==> config.mk <==
export PLATFORM = sky130hd
export DESIGN_NAME = pwm_multi_channel
export DESIGN_NICKNAME = d
export VERILOG_FILES = /design/src/rtl/pwm_pkg.sv /design/src/rtl/pwm_channel.sv /design/src/rtl/pwm_multi_channel.sv
export SDC_FILE = /design/constraint.sdc
export NUM_CORES = 1
export LEC_CHECK = 0
export ABC_AREA = 1
export CORE_MARGIN = 10
export CORE_UTILIZATION = 25
export CTS_CLUSTER_SIZE = 8
export DETAILED_ROUTE_END_ITERATION = 10
export MAX_ROUTING_LAYER = met4
export PLACE_DENSITY_LB_ADDON = 0.1
export SLEW_MARGIN = 20
export SYNTH_ARGS = -nofsm -noshare
export SYNTH_HDL_FRONTEND = slang
export SYNTH_SLANG_ARGS = --single-unit
==> constraint.sdc <==
create_clock -name clk -period 3.5 [get_ports clk]
set_clock_uncertainty 0.2 [all_clocks]
set_input_delay 0.525 -clock clk [delete_from_list [all_inputs] [get_ports clk]]
set_output_delay 0.525 -clock clk [all_outputs]
set_load 0.1 [all_outputs]
==> src/rtl/pwm_pkg.sv <==
// Shared defaults and helper types for the multi-channel PWM.
// The channel-index width never drops below one bit, so a single-channel
// build still has a legal upd_ch port.
package pwm_pkg;

    localparam int NCH_DEF = 4;
    localparam int CW_DEF  = 8;
    localparam int PSW_DEF = 8;

    // Channel-index width, at least 1 bit
    function automatic int ch_idx_width(input int n);
        return (n > 1) ? $clog2(n) : 1;
    endfunction

    localparam int CHW_DEF = ch_idx_width(NCH_DEF);

    typedef logic [CW_DEF-1:0]  duty_t;
    typedef logic [CHW_DEF-1:0] ch_idx_t;

endpackage

==> src/rtl/pwm_channel.sv <==
// One PWM channel: duty shadow register, pending flag, active duty and the
// registered compare output. A written duty waits in the shadow until the
// counter wraps, or is taken on the next clk while the counter is stopped.
module pwm_channel
    import pwm_pkg::*;
#(
    parameter int CW = CW_DEF
) (
    input  logic          clk,
    input  logic          rst,
    input  logic          en,
    input  logic [CW-1:0] cnt,
    input  logic          wrap,
    input  logic          wr_en,
    input  logic [CW-1:0] wr_duty,
    output logic          pend,
    output logic          pwm
);

    logic [CW-1:0] duty_shd_reg;
    logic [CW-1:0] duty_act_reg;
    logic          pend_reg;
    logic          pwm_reg;
    logic          apply;

    // Apply the shadow at a period boundary, or immediately while stopped
    assign apply = pend_reg && (wrap || !en);

    // Shadow/active duty bookkeeping and the registered compare
    always_ff @(posedge clk) begin
        if (rst) begin
            duty_shd_reg <= '0;
            duty_act_reg <= '0;
            pend_reg     <= 1'b0;
            pwm_reg      <= 1'b0;
        end else begin
            if (apply) begin
                duty_act_reg <= duty_shd_reg;
            end
            // A write only arrives while pend is clear, so it cannot
            // collide with an apply of the same channel.
            if (wr_en) begin
                duty_shd_reg <= wr_duty;
                pend_reg     <= 1'b1;
            end else if (apply) begin
                pend_reg     <= 1'b0;
            end
            pwm_reg <= en && (cnt < duty_act_reg);
        end
    end

    assign pend = pend_reg;
    assign pwm  = pwm_reg;

endmodule

==> src/rtl/pwm_multi_channel.sv <==
// NCH-channel PWM sharing one prescaler and one period counter.
// Optional build macro: PWM_CENTER_ALIGN_EN selects an up/down (centre-
// aligned) counter; without it the counter is an edge-aligned sawtooth.
module pwm_multi_channel
    import pwm_pkg::*;
#(
    parameter  int NCH = NCH_DEF,
    parameter  int CW  = CW_DEF,
    parameter  int PSW = PSW_DEF,
    localparam int CHW = ch_idx_width(NCH)
) (
    input  logic           clk,
    input  logic           rst,
    input  logic           en,
    input  logic [PSW-1:0] prescale,
    input  logic [CW-1:0]  period,
    input  logic           upd_valid,
    output logic           upd_ready,
    input  logic [CHW-1:0] upd_ch,
    input  logic [CW-1:0]  upd_duty,
    output logic [NCH-1:0] pwm_out,
    output logic           period_strobe,
    output logic [CW-1:0]  cnt
);

    logic [PSW-1:0] ps_reg;
    logic [CW-1:0]  cnt_reg;
    logic [CW-1:0]  cnt_next;
    logic           strobe_reg;
    logic           tick;
    logic           wrap;

    // ">=" rather than "==" so a live reduction of prescale below the
    // current prescaler value still produces a tick instead of rolling over.
    assign tick = en && (ps_reg >= prescale);

`ifdef PWM_CENTER_ALIGN_EN
    logic dir_up_reg;
    logic dir_up_next;

    // Up/down counter: flip at the top, wrap when the down-count reaches 0
    always_comb begin
        cnt_next    = cnt_reg;
        dir_up_next = dir_up_reg;
        wrap        = 1'b0;
        if (tick) begin
            if (dir_up_reg && (cnt_reg < period)) begin
                cnt_next = cnt_reg + CW'(1);
            end else if (cnt_reg <= CW'(1)) begin
                // Landing on 0 going down (or period=0): this is the wrap
                cnt_next    = '0;
                dir_up_next = 1'b1;
                wrap        = 1'b1;
            end else begin
                cnt_next    = cnt_reg - CW'(1);
                dir_up_next = 1'b0;
            end
        end
    end
`else
    // Sawtooth counter: wrap to 0 once cnt reaches (or exceeds) period
    always_comb begin
        cnt_next = cnt_reg;
        wrap     = 1'b0;
        if (tick) begin
            if (cnt_reg >= period) begin
                cnt_next = '0;
                wrap     = 1'b1;
            end else begin
                cnt_next = cnt_reg + CW'(1);
            end
        end
    end
`endif

    // Prescaler, counter and wrap strobe; stopping clears the timebase
    always_ff @(posedge clk) begin
        if (rst || !en) begin
            ps_reg     <= '0;
            cnt_reg    <= '0;
            strobe_reg <= 1'b0;
`ifdef PWM_CENTER_ALIGN_EN
            dir_up_reg <= 1'b1;
`endif
        end else begin
            ps_reg     <= tick ? '0 : ps_reg + PSW'(1);
            cnt_reg    <= cnt_next;
            strobe_reg <= wrap;
`ifdef PWM_CENTER_ALIGN_EN
            dir_up_reg <= dir_up_next;
`endif
        end
    end

    assign cnt           = cnt_reg;
    assign period_strobe = strobe_reg;

    // Channel array; index slots beyond NCH read as never pending so an
    // out-of-range update is accepted and dropped.
    logic [NCH-1:0]        pend;
    logic [NCH-1:0]        wr_en;
    logic [(1<<CHW)-1:0]   pend_ext;

    genvar gi;
    generate
        for (gi = 0; gi < (1 << CHW); gi++) begin : g_ch
            if (gi < NCH) begin : g_real
                assign pend_ext[gi] = pend[gi];
                assign wr_en[gi]    = upd_valid && upd_ready && (upd_ch == CHW'(gi));

                pwm_channel #(
                    .CW (CW)
                ) u_ch (
                    .clk     (clk),
                    .rst     (rst),
                    .en      (en),
                    .cnt     (cnt_reg),
                    .wrap    (wrap),
                    .wr_en   (wr_en[gi]),
                    .wr_duty (upd_duty),
                    .pend    (pend[gi]),
                    .pwm     (pwm_out[gi])
                );
            end else begin : g_pad
                assign pend_ext[gi] = 1'b0;
            end
        end
    endgenerate

    assign upd_ready = !pend_ext[upd_ch];

endmodule

* Yosys cells after proc, flatten, opt, wreduce, memory -nomap -nowiden
Index checks and enable logic that the tools add are counted.
** Operators by class
- Multiplexer cells :: 13
- Reductions and logical operators :: 24
- Eq/ne operators :: 3
- $lt $le $gt $ge :: 7
- $add $sub $neg :: 2
** Operators with widths (count)
- 8-bit < comparator :: 4
- 8-bit by 1-bit adder with 8-bit output (second input constant) :: 2
- 8-bit >= comparator :: 2
- 1-bit logical AND :: 14
- 1-bit 2-to-1 mux :: 11
- 8-bit 2-to-1 mux :: 1
- 2-bit nonzero test :: 4
- 2-bit == test (second input constant) :: 2
- 2-bit by 3-bit < comparator with 1-bit output (second input constant) :: 1
- 1-bit binary-select mux with 2-bit select :: 1
- 2-bit by 1-bit == test with 1-bit output (second input constant) :: 1
- 1-bit zero test :: 2
- 2-bit zero test :: 1
- 1-bit logical OR :: 2
- 2-bit OR reduction :: 1
** Word-level totals
- Input bits :: 30
- Word-level logic and storage cells :: 68
- Output and inout bits :: 14
- Register bits after elaboration :: 89

* Logic depth before layout (Yosys ltp)
Gate-level depths: netlist of the first run.
- Word-level depth :: 7
- Gate-level depth with buffers :: 15
- Mapped depth without buffers :: 14

* Modules after synthesis
A second synthesis of the first run with hierarchy kept.
** Unflattened totals
- Cell total of the unflattened synthesis :: 610
- Area, all modules :: 4848.4 um^2
** By module, submodules not included
- pwm_channel :: sequential area each 360.3 um^2, area each 863.3 um^2, cells each 102, times used 4
- pwm_multi_channel :: sequential area each 340.3 um^2, area each 1395.1 um^2, cells each 202, times used 1

* Least setup slack after synthesis of the first run
No wires, ideal clock.
- Path type :: register to register
- Start :: register cnt_reg[0], in the netlist cnt[0]
- End :: register g_ch[0].g_real.u_ch.duty_act_reg[0]
- Data required time :: 3187 ps
- Library setup time :: 113 ps
- Cell stages (with the launch flop) :: 15
- Path slack :: 634 ps
- Arrival time :: 2553 ps
- Path buffers :: 1
- Clock period less this slack :: 2866 ps
- Cells stage by stage :: dfxtp_1 inv_1 ha_1 nand2_1 nand3_1 nand2_1 nand2_1 nand2_1 nand2_1 nand3_1 nand2_1 buf_2 nand3_1 nand2_1 nor2_1
** Between the ends
- Word-level cells in the longest chain between the ends :: 5
** Ends and longest elaborated chain
- from (decl) :: line pwm_multi_channel.sv:27 : logic [CW-1:0] cnt_reg;
- from (signal assigned) :: line pwm_multi_channel.sv:87 : cnt_reg <= cnt_next;
- 8-bit >= comparator :: line pwm_multi_channel.sv:66 : if (cnt_reg >= period) begin
- 1-bit 2-to-1 mux :: line pwm_multi_channel.sv:66
- 1-bit 2-to-1 mux :: line pwm_multi_channel.sv:65 : if (tick) begin
- 1-bit logical OR :: line pwm_channel.sv:27 : assign apply = pend_reg && (wrap || !en);
- 1-bit logical AND :: line pwm_channel.sv:27
- to (signal assigned) :: line pwm_channel.sv:38 : duty_act_reg <= duty_shd_reg;
- to (decl) :: line pwm_channel.sv:21 : logic [CW-1:0] duty_act_reg;
Every way passes these cells.
A chain may end at the register's enable or synchronous reset.

* Worst setup path in the final report of the first run
- Start :: register cnt_reg[0], in the netlist cnt[0]
- End :: register g_ch[0].g_real.u_ch.duty_act_reg[1]
Same word-level chain as after synthesis.

==> flow_summary.yaml, run 1 <==
clocking:
  postCtsSetupRepairBufs: 0
  h-tree-depth: 3
  cts.repair.resized: 0
  cts.sink_count: 89
  root_buffer: "clkbuf_16"
  clk_pin_slew_ns: 0.07
  ctsHoldBuffers: 0
  clock_path_buffers: 2
  cts_made_buffers: 9
  insertion_delay_ns: 0.35
  cts_tree: "built"
routing:
  route.vias.total: 3953
  vias_per_cell: 4.32
  wirelength_um: 12400
  first_pass_iters: 4
  drt-initial-drc-count: 195
  postRouteAntennaNets: 0
  wl_per_cell_um: 13.6
  drc: 0
global_route:
  use_met2_pct: 15.3
  grt_busiest_layer: "met2"
  antenna_found_initial: 0
  grt_first_pass_wirelength_um: 19800
  grt.overflow.total: 0
  grt.met3_usage_pct: 1.71
  grt_max_degree: 67
  track_usage_pct: 10.7
  grt_pass1_vias: 3736
  use_met1_pct: 14.7
cells_and_area:
  area_delta_synth_final_pct: 21.5
  antenna_cells: 0
  nNetsFinal: 757
  final_util_pct: 31.1
  multi_input_area_um2: 2280
  drive_above_1_share_pct: 7.00
  stdcell_area_um2: 5620
  mostFrequentLayoutCells: "112 x nand2_1, 107 x inv_1, 105 x nor2_1"
  seq_area_um2: 1780
  mostFrequentLayoutCell: "nand2_1"
  fillers: 1935
sta:
  final-setup-viol-count: 0
  slew_viol_final: 0
  grt_setup_unrepaired: "no"
  tns_ns: 0
  maxSlewHeadroom_pct: 34.8
  worst_pin_slew_ns: 0.975
  fin_crit_ns: 2.67
  period_share_pct: 76.2
  layout_setup_ws_ns: 0.835
  fmax_ghz: 0.375
  finalHoldViolCount: 0
worst_hold_path:
  holdPathEnd: "g_ch[0].g_real.u_ch.duty_shd_reg[6]"
  hold_path_class: "flop to flop"
  hold_path_depth: 2
  min-delay-start: "g_ch[0].g_real.u_ch.duty_shd_reg[6]"
setup_path:
  critical_path_class: "flop to flop"
  critPathLaunchType: "flop"
  required_ns: 3.55
  crit_top_cell: "nand2_1"
  cp.depth: 14
  critical_path.max_stage_delay_ns: 0.45
  rrSetupSlack_ns: 0.83
  critPathTopFamily: "simple AND/OR/NAND/NOR gates"
  worstPathArrival_ns: 2.71
  crit_path_cell_trace: "inv_1, ha_1, nand2_1, nand3_1, nand2_1, nand2_1, nand2_1, nand2_1, nand3_1, nand2_1, buf_4, nand3_1, nand2_1, nor2_1"
  startpoint: "cnt[0]"
  cp_max_fo: 32
  worstReg2RegStart: "cnt[0]"
  end_kind: "flop"
  cp_slowest_cell: "dfxtp_1"
  path_buf_inv: 2
  reg2reg_depth: 14
  r2r_end: "g_ch[0].g_real.u_ch.duty_act_reg[1]"
yosys:
  ys_ff_latch: 89
  yosysUniqueCellTypes: 31
  syn-num-nets: 713
  synth_top_cell_area_share_pct: 38.5
  syn-cell-area_um2: 4630
  synth_warnings: 0
  netlist_instances: 637
  avgSynthCellArea_um2: 7.27
  synth.area.top_cells: "dfxtp_1 38%, ha_1 12%, nand2_1 9.1%"
  ys_seq_area_share_pct: 38.5
  synth_top_area_cell: "dfxtp_1"
floorplanning:
  core.rowCount: 49
  dieArea_um2: 24400
  ios: 44
  die_h_um: 156
  initial_core_util_pct: 25.6
  fp.dieW_um: 156
  core_um2: 18100
job:
  max-cap-violations: 0
place:
  place.port_buffers: 43
  place_ws_ns: 0.491
  dp_hpwl_um: 8820
  placed_area_um2: 5280
  finalWeightedCongestion: 0.735
outcome:
  status: "complete, no violations"
power_and_ir_drop:
  power_per_cell_area_nw_per_um2: 430
  vdd_ir_drop_max_mv: 0.223
  leakagePower_nw: 2.47
  finalPower_mw: 2.42
final cells by class:
type | instances | share of cell area [%]
multi-input cells | 418 | 40.6
flip-flops and latches | 89 | 31.7
repair buffers | 56 | 9.39
inverters | 107 | 7.14
well taps | 229 | 5.10
clock buffers | 12 | 4.74
clock inverters | 4 | 1.31
worst max path at each step:
stage	end	slack, ns
2_1_floorplan	g_ch[0].g_real.u_ch.duty_act_reg[0]	0.63
3_3_place_gp	cnt[3]	0.48
3_5_place_dp	cnt[3]	0.49
4_1_cts	g_ch[1].g_real.u_ch.duty_act_reg[3]	0.81
5_1_grt	g_ch[2].g_real.u_ch.duty_act_reg[5]	0.59
6_report	g_ch[0].g_real.u_ch.duty_act_reg[1]	0.83
power breakdown:
part	switching (mW)	internal, mW	leakage (nW)	total (mW)
Combinational	0.155	0.0976	1.57	0.253
Clock	0.410	0.684	0.169	1.09
Sequential	0.0190	1.05	0.723	1.07
Total	0.585	1.83	2.47	2.42
routing by layer:
layer / vias up / share of wire [%] / routed length, um
li1: 2093 / - / -
met3: 11 / 3.1 / 389
met1: 1781 / 54 / 6720
met2: 68 / 41 / 5110
met5: - / 0 / 0
met4: 0 / 1.6 / 199
through the flow:
| step | hold slack, ns | instances |
|---|---|---|
| CTS | 0.254 | 915 |
| global placement | 0.239 | 899 |
| floorplan | 0.230 | 637 |
| global route | 0.274 | 915 |
| finish | 0.252 | 915 |
| detailed placement | 0.244 | 899 |
cells in the mapped netlist, drive strengths merged:
master	n
xor2	5
nand2	113
o21ai	30
a21oi	49
buf	20
nor3b	2
dfxtp	89
clkbuf	3
o211ai	1
a211oi	4
xnor2	1
ha	46
nand3b	1
inv	107
o21a	5
nor2	105
nand3	41
o22ai	4
or2	1
nor3	5
nand4	5
worst register-to-register path: stages, from the launching register on:
cell and delay (ns):
dfxtp_1 0.45, inv_1 0.21, ha_1 0.33, nand2_1 0.05
nand3_1 0.07, nand2_1 0.05, nand2_1 0.05, nand2_1 0.07
nand2_1 0.20, nand3_1 0.14, nand2_1 0.09, buf_4 0.35
nand3_1 0.16, nand2_1 0.12, nor2_1 0.04
logic make-up after synthesis:
| group | Yosys count | share of synthesized area, % |
|---|---|---|
| and+or+nand+nor | 273 | 24.4 |
| buffers and inverters | 130 | 12.2 |
| AOI/OAI and AO/OA | 93 | 11.4 |
| DFF | 89 | 38.5 |
| adders and majority gates | 46 | 12.4 |
| xor gates and xnor gates | 6 | 1.14 |
(Power assumes the default switching activity.)
==> inputs of run 2 (changes only) <==
==> constraint.sdc (replaced) <==
create_clock -name clk -period 2.5 [get_ports clk]
set_clock_uncertainty 0.2 [all_clocks]
set_input_delay 0.375 -clock clk [delete_from_list [all_inputs] [get_ports clk]]
set_output_delay 0.375 -clock clk [all_outputs]
set_load 0.1 [all_outputs]
==> run 2 against run 1 <==
  * Worst hold slack is essentially flat
  * Core utilization grew 0.50 points
  * Largest cell class unchanged
  * Critical path type is now input port to flop
  * Sequential power grew 39%
  * Combinational power grew 46%
  * Via count is essentially flat
  * Setup slack lost 0.66 ns
  * Die area is the same
==> flow_summary.yaml, run 2 (synthesized netlist as in run 1, its figures left out) <==
floorplanning:
  dieArea_um2: 24400
  core_um2: 18100
  die_h_um: 156
  initial_core_util_pct: 25.6
  fp.dieW_um: 156
  core.rowCount: 49
  ios: 44
sta:
  fin_crit_ns: 2.33
  finalHoldViolCount: 0
  slew_viol_final: 0
  final-setup-viol-count: 0
  maxSlewHeadroom_pct: 65.6
  layout_setup_ws_ns: 0.174
  period_share_pct: 93.0
  fmax_ghz: 0.430
  grt_setup_unrepaired: "no"
  worst_pin_slew_ns: 0.515
global_route:
  grt_first_pass_wirelength_um: 19700
  track_usage_pct: 10.4
  grt_pass1_vias: 3745
  grt.overflow.total: 0
  antenna_found_initial: 0
  grt_max_degree: 66
clocking:
  cts.sink_count: 89
  clock_path_buffers: 2
  h-tree-depth: 3
  ctsHoldBuffers: 0
  clk_pin_slew_ns: 0.06
  cts_made_buffers: 9
  cts_tree: "built"
  root_buffer: "clkbuf_16"
  insertion_delay_ns: 0.34
setup_path:
  critPathLaunchType: "input port"
  critical_path_class: "input port to flop"
  worstReg2RegStart: "cnt[0]"
  end_kind: "flop"
  r2r_end: "g_ch[0].g_real.u_ch.duty_act_reg[4]"
  reg2reg_depth: 14
  required_ns: 2.54
  worstPathArrival_ns: 2.37
  rrSetupSlack_ns: 0.31
  cp_max_fo: 16
power_and_ir_drop:
  clkPwrFrac_pct: 40.7
  vdd_ir_drop_max_mv: 0.275
  finalPower_mw: 3.15
  comb_power_share_pct: 11.8
  seq_power_share_pct: 47.5
  internal-power_mw: 2.34
  power_per_cell_area_nw_per_um2: 551
  switching_share_pct: 25.5
  p_switching_uw: 803
  leakagePower_nw: 2.52
worst_hold_path:
  hold_path_depth: 2
  min-delay-start: "g_ch[2].g_real.u_ch.duty_shd_reg[1]"
  holdPathEnd: "g_ch[2].g_real.u_ch.duty_shd_reg[1]"
  hold_path_class: "flop to flop"
routing:
  postRouteAntennaNets: 0
  wl_per_cell_um: 13.3
  vias_per_cell: 4.27
  first_pass_iters: 5
  route.vias.total: 3956
  drc: 0
  wirelength_um: 12300
  drt-initial-drc-count: 244
cells_and_area:
  seq_area_um2: 1790
  final_cells: 927
  fillers: 1955
  nNetsFinal: 769
  multi_input_area_um2: 2310
  drive_above_1_share_pct: 10.7
  mostFrequentLayoutCells: "109 x nand2_1, 107 x inv_1, 105 x nor2_1"
  stdcell_area_um2: 5710
  mostFrequentLayoutCell: "nand2_1"
  antenna_cells: 0
  area_delta_synth_final_pct: 23.4
place:
  dp_hpwl_um: 8890
  place_ws_ns: -0.234
  place_inst: 910
  placed_area_um2: 5390
  place.port_buffers: 43
  finalWeightedCongestion: 0.770
outcome:
  status: "complete, no violations"
job:
  max-cap-violations: 0
==> run 2: changes by cell type in the layout (fill, tap and decap cells not counted), sizes merged <==
cell / before / now
buf: 23 / 38
clkbuf: 12 / 14
bufinv: 2 / 0
clkdlybuf4s50: 33 / 29
clkinv: 2 / 3
==> run 2: metal layers <==
metal	share of wire (%)	vias up	track usage, %
met3	3.1	14	1.60
met1	54	1764	14.7
li1	-	2117	-
met4	1.5	0	4.05
met5	0	-	-
met2	42	61	14.6
==> run 2: critical path, cell delays in order <==
cell             delay [ns]
clkdlybuf4s50_1        0.45
inv_1                  0.04
ha_1                   0.29
nand2_1                0.07
buf_4                  0.13
nor2_1                 0.09
nand2_1                0.09
nand2_2                0.11
nand3_2                0.11
nand2_4                0.14
buf_12                 0.16
nand3_1                0.15
nand2_1                0.11
nor2_1                 0.04
==> run 2: final cells by class <==
cell class                 instances  share of cell area [%]
tap                              229                    5.02
timing repair buffer              68                    11.4
sequential                        89                    31.4
inverter                         107                    7.03
clock inverter                     3                   0.263
clock buffer                      13                    4.56
multi-input combinational        418                    40.4
==> run 2: metrics by stage <==
stage	utilization [%]	setup TNS (ns)	hold slack (ns)
floorplan	-	0	0.230
global placement	29.8	-6.51	0.237
detailed placement	29.8	-6.92	0.246
CTS	31.3	0	0.255
global route	31.6	0	0.264
finish	31.6	0	0.252
==> run 2: what timing repair did <==
action,in CTS,in global routing
buffers inserted,0,0
endpoints found under the hold margin,0,0
endpoints found under the setup margin,0,35
gates resized for setup,0,6
==> run 2: worst max path at each step <==
stage                                     endpoint  cells past startpoint  slack, ns  startpoint
2_1_floorplan  g_ch[0].g_real.u_ch.duty_act_reg[0]                     14       0.04      cnt[0]
3_3_place_gp   g_ch[0].g_real.u_ch.duty_act_reg[4]                     14      -0.24   period[7]
3_5_place_dp   g_ch[0].g_real.u_ch.duty_act_reg[4]                     14      -0.23   period[7]
4_1_cts        g_ch[0].g_real.u_ch.duty_act_reg[4]                     14       0.12   period[7]
5_1_grt        g_ch[0].g_real.u_ch.duty_act_reg[4]                     14       0.01   period[7]
6_report       g_ch[0].g_real.u_ch.duty_act_reg[4]                     14       0.17   period[7]
==> run 2: power groups by stage <==
stage	Sequential [mW]	Combinational (mW)	Clock, mW
finish	1.49	0.370	1.28
global route	1.50	0.420	1.39
CTS	1.50	0.369	1.33
floorplan	1.52	0.248	0
detailed placement	1.53	0.368	0
global placement	1.53	0.364	0
==> inputs of run 3 (changes only) <==
--- a/config.mk
+++ b/config.mk
@@ -7,7 +7,7 @@
 export LEC_CHECK = 0
 export ABC_AREA = 1
 export CORE_MARGIN = 10
-export CORE_UTILIZATION = 25
+export CORE_UTILIZATION = 55
 export CTS_CLUSTER_SIZE = 8
 export DETAILED_ROUTE_END_ITERATION = 10
 export MAX_ROUTING_LAYER = met4
==> run 3 against run 2 <==
  * Clock-buffer cell count down 4
  * Final area fell by 5.2%
  * Sequential power hardly changed
  * Largest power group unchanged
  * Register-to-register slack worse by 0.10 ns
==> flow_summary.yaml, run 3 (synthesized netlist as in run 1, its figures left out) <==
outcome:
  status: "complete, no violations"
setup_path:
  cp_slowest_cell: "clkdlybuf4s50_1"
  required_ns: 1.92
  r2r_end: "g_ch[1].g_real.u_ch.duty_act_reg[5]"
  cp.depth: 7
  worstReg2RegStart: "cnt[0]"
  worstPathArrival_ns: 1.76
  reg2reg_depth: 14
  critical_path.max_stage_delay_ns: 0.57
  rrSetupSlack_ns: 0.21
  cp_max_fo: 5
  path_buf_inv: 3
  startpoint: "upd_ch[0]"
  critPathLaunchType: "input port"
  crit_path_cell_trace: "clkdlybuf4s50_1, nor2_1, nand2_1, o211ai_2, a21oi_4, buf_4, buf_12"
  crit_end: "upd_ready"
  critical_path_class: "input port to primary output"
  critPathTopFamily: "buffers and inverters"
  end_kind: "primary output"
cells_and_area:
  mostFrequentLayoutCells: "112 x nand2_1, 106 x inv_1, 105 x nor2_1"
  nNetsFinal: 768
  area_delta_synth_final_pct: 17.0
  final_util_pct: 65.9
  fillers: 724
  multi_input_area_um2: 2280
  mostFrequentLayoutCell: "nand2_1"
  drive_above_1_share_pct: 10.2
  antenna_cells: 0
  seq_area_um2: 1790
clocking:
  insertion_delay_ns: 0.36
  cts_made_buffers: 9
  root_buffer: "clkbuf_8"
  cts.sink_count: 89
  ctsHoldBuffers: 0
  h-tree-depth: 3
  clock_path_buffers: 2
  cts_tree: "built"
  clk_pin_slew_ns: 0.08
place:
  place.port_buffers: 43
  dp_hpwl_um: 7810
  finalWeightedCongestion: 0.832
  place_ws_ns: -0.191
routing:
  route.vias.total: 3951
  drt-initial-drc-count: 227
  wirelength_um: 10300
  postRouteAntennaNets: 0
  vias_per_cell: 4.93
  wl_per_cell_um: 12.9
  first_pass_iters: 4
  drc: 0
global_route:
  grt.overflow.total: 0
  grt_max_degree: 58
  antenna_found_initial: 0
  grt_pass1_vias: 3824
  track_usage_pct: 17.4
  grt_first_pass_wirelength_um: 17700
sta:
  final-setup-viol-count: 0
  layout_setup_ws_ns: 0.164
  slew_viol_final: 0
  grt_setup_unrepaired: "no"
  maxSlewHeadroom_pct: 69.2
  fmax_ghz: 0.428
  worst_pin_slew_ns: 0.461
  finalHoldViolCount: 0
  timing.hold.ws_ns: 0.252
  period_share_pct: 93.4
  tns_ns: 0
  fin_crit_ns: 2.34
floorplanning:
  ios: 44
  die_h_um: 112
  core.rowCount: 33
  dieArea_um2: 12500
  core_um2: 8220
  fp.dieW_um: 112
  initial_core_util_pct: 56.3
power_and_ir_drop:
  power_per_cell_area_nw_per_um2: 522
  vdd_ir_drop_max_mv: 0.373
  leakagePower_nw: 2.45
worst_hold_path:
  hold_path_class: "flop to flop"
job:
  max-cap-violations: 0
## run 3: cell count changes in the layout (fill, tap and decap cells not counted), sizes merged
cell      delta
bufinv       +1
clkbuf       -5
clkinv       -2
clkinvlp     +3
inv          +1
## run 3: cell type report
class / count / share of cell area, %
clock inverters: 6 / 1.25
flip-flops and latches: 89 / 33.1
repair buffers: 67 / 11.3
inverters: 107 / 7.48
well taps: 105 / 2.42
multi-input cells: 418 / 42.2
clock buffers: 9 / 2.29
## run 3: through the flow
| stage | total power, mW | cells | area [um^2] |
|---|---|---|---|
| final | 2.83 | 801 | 5420 |
| after CTS | 2.86 | 799 | 5400 |
| after floorplan | 1.76 | 637 | 4640 |
| after detailed placement | 1.88 | 784 | 5210 |
| after global placement | 1.87 | 784 | 5210 |
| after global routing | 2.96 | 801 | 5420 |
## run 3: how the worst min path moves through the flow
stage                                           to                                 from  cells after the start  slack, ns
6_report       g_ch[1].g_real.u_ch.duty_shd_reg[1]  g_ch[1].g_real.u_ch.duty_shd_reg[1]                      2       0.25
4_1_cts        g_ch[1].g_real.u_ch.duty_shd_reg[3]  g_ch[1].g_real.u_ch.duty_shd_reg[3]                      2       0.26
5_1_grt        g_ch[1].g_real.u_ch.duty_shd_reg[7]  g_ch[1].g_real.u_ch.duty_shd_reg[7]                      2       0.28
2_1_floorplan  g_ch[2].g_real.u_ch.duty_shd_reg[0]  g_ch[2].g_real.u_ch.duty_shd_reg[0]                      2       0.23
3_3_place_gp   g_ch[1].g_real.u_ch.duty_shd_reg[1]  g_ch[1].g_real.u_ch.duty_shd_reg[1]                      2       0.24
3_5_place_dp   g_ch[1].g_real.u_ch.duty_shd_reg[3]  g_ch[1].g_real.u_ch.duty_shd_reg[3]                      2       0.24
## run 3: what timing repair did
item,CTS,global route
resized for setup,0,1
setup endpoints to repair,0,1
setup buffers,0,2
## run 3: per-layer routing
layer,track usage (%),wire length (um)
met3,2.74,440
met2,28.2,4920
met4,6.51,80
met5,-,0
met1,21.4,4900
## run 3: report_power, final
| part | internal, mW | total [mW] | switching [mW] |
|---|---|---|---|
| combinational | 0.144 | 0.354 | 0.210 |
| clock | 0.462 | 0.978 | 0.517 |
| sequential | 1.47 | 1.49 | 0.0249 |
## run 3: worst register-to-register path: cells and delay by family (launching register included)
family | cells | cell delay, ns
buffers and inverters | 2 | 0.34
and+or+nand+nor | 11 | 0.92
DFF | 1 | 0.43
adders and majority gates | 1 | 0.29
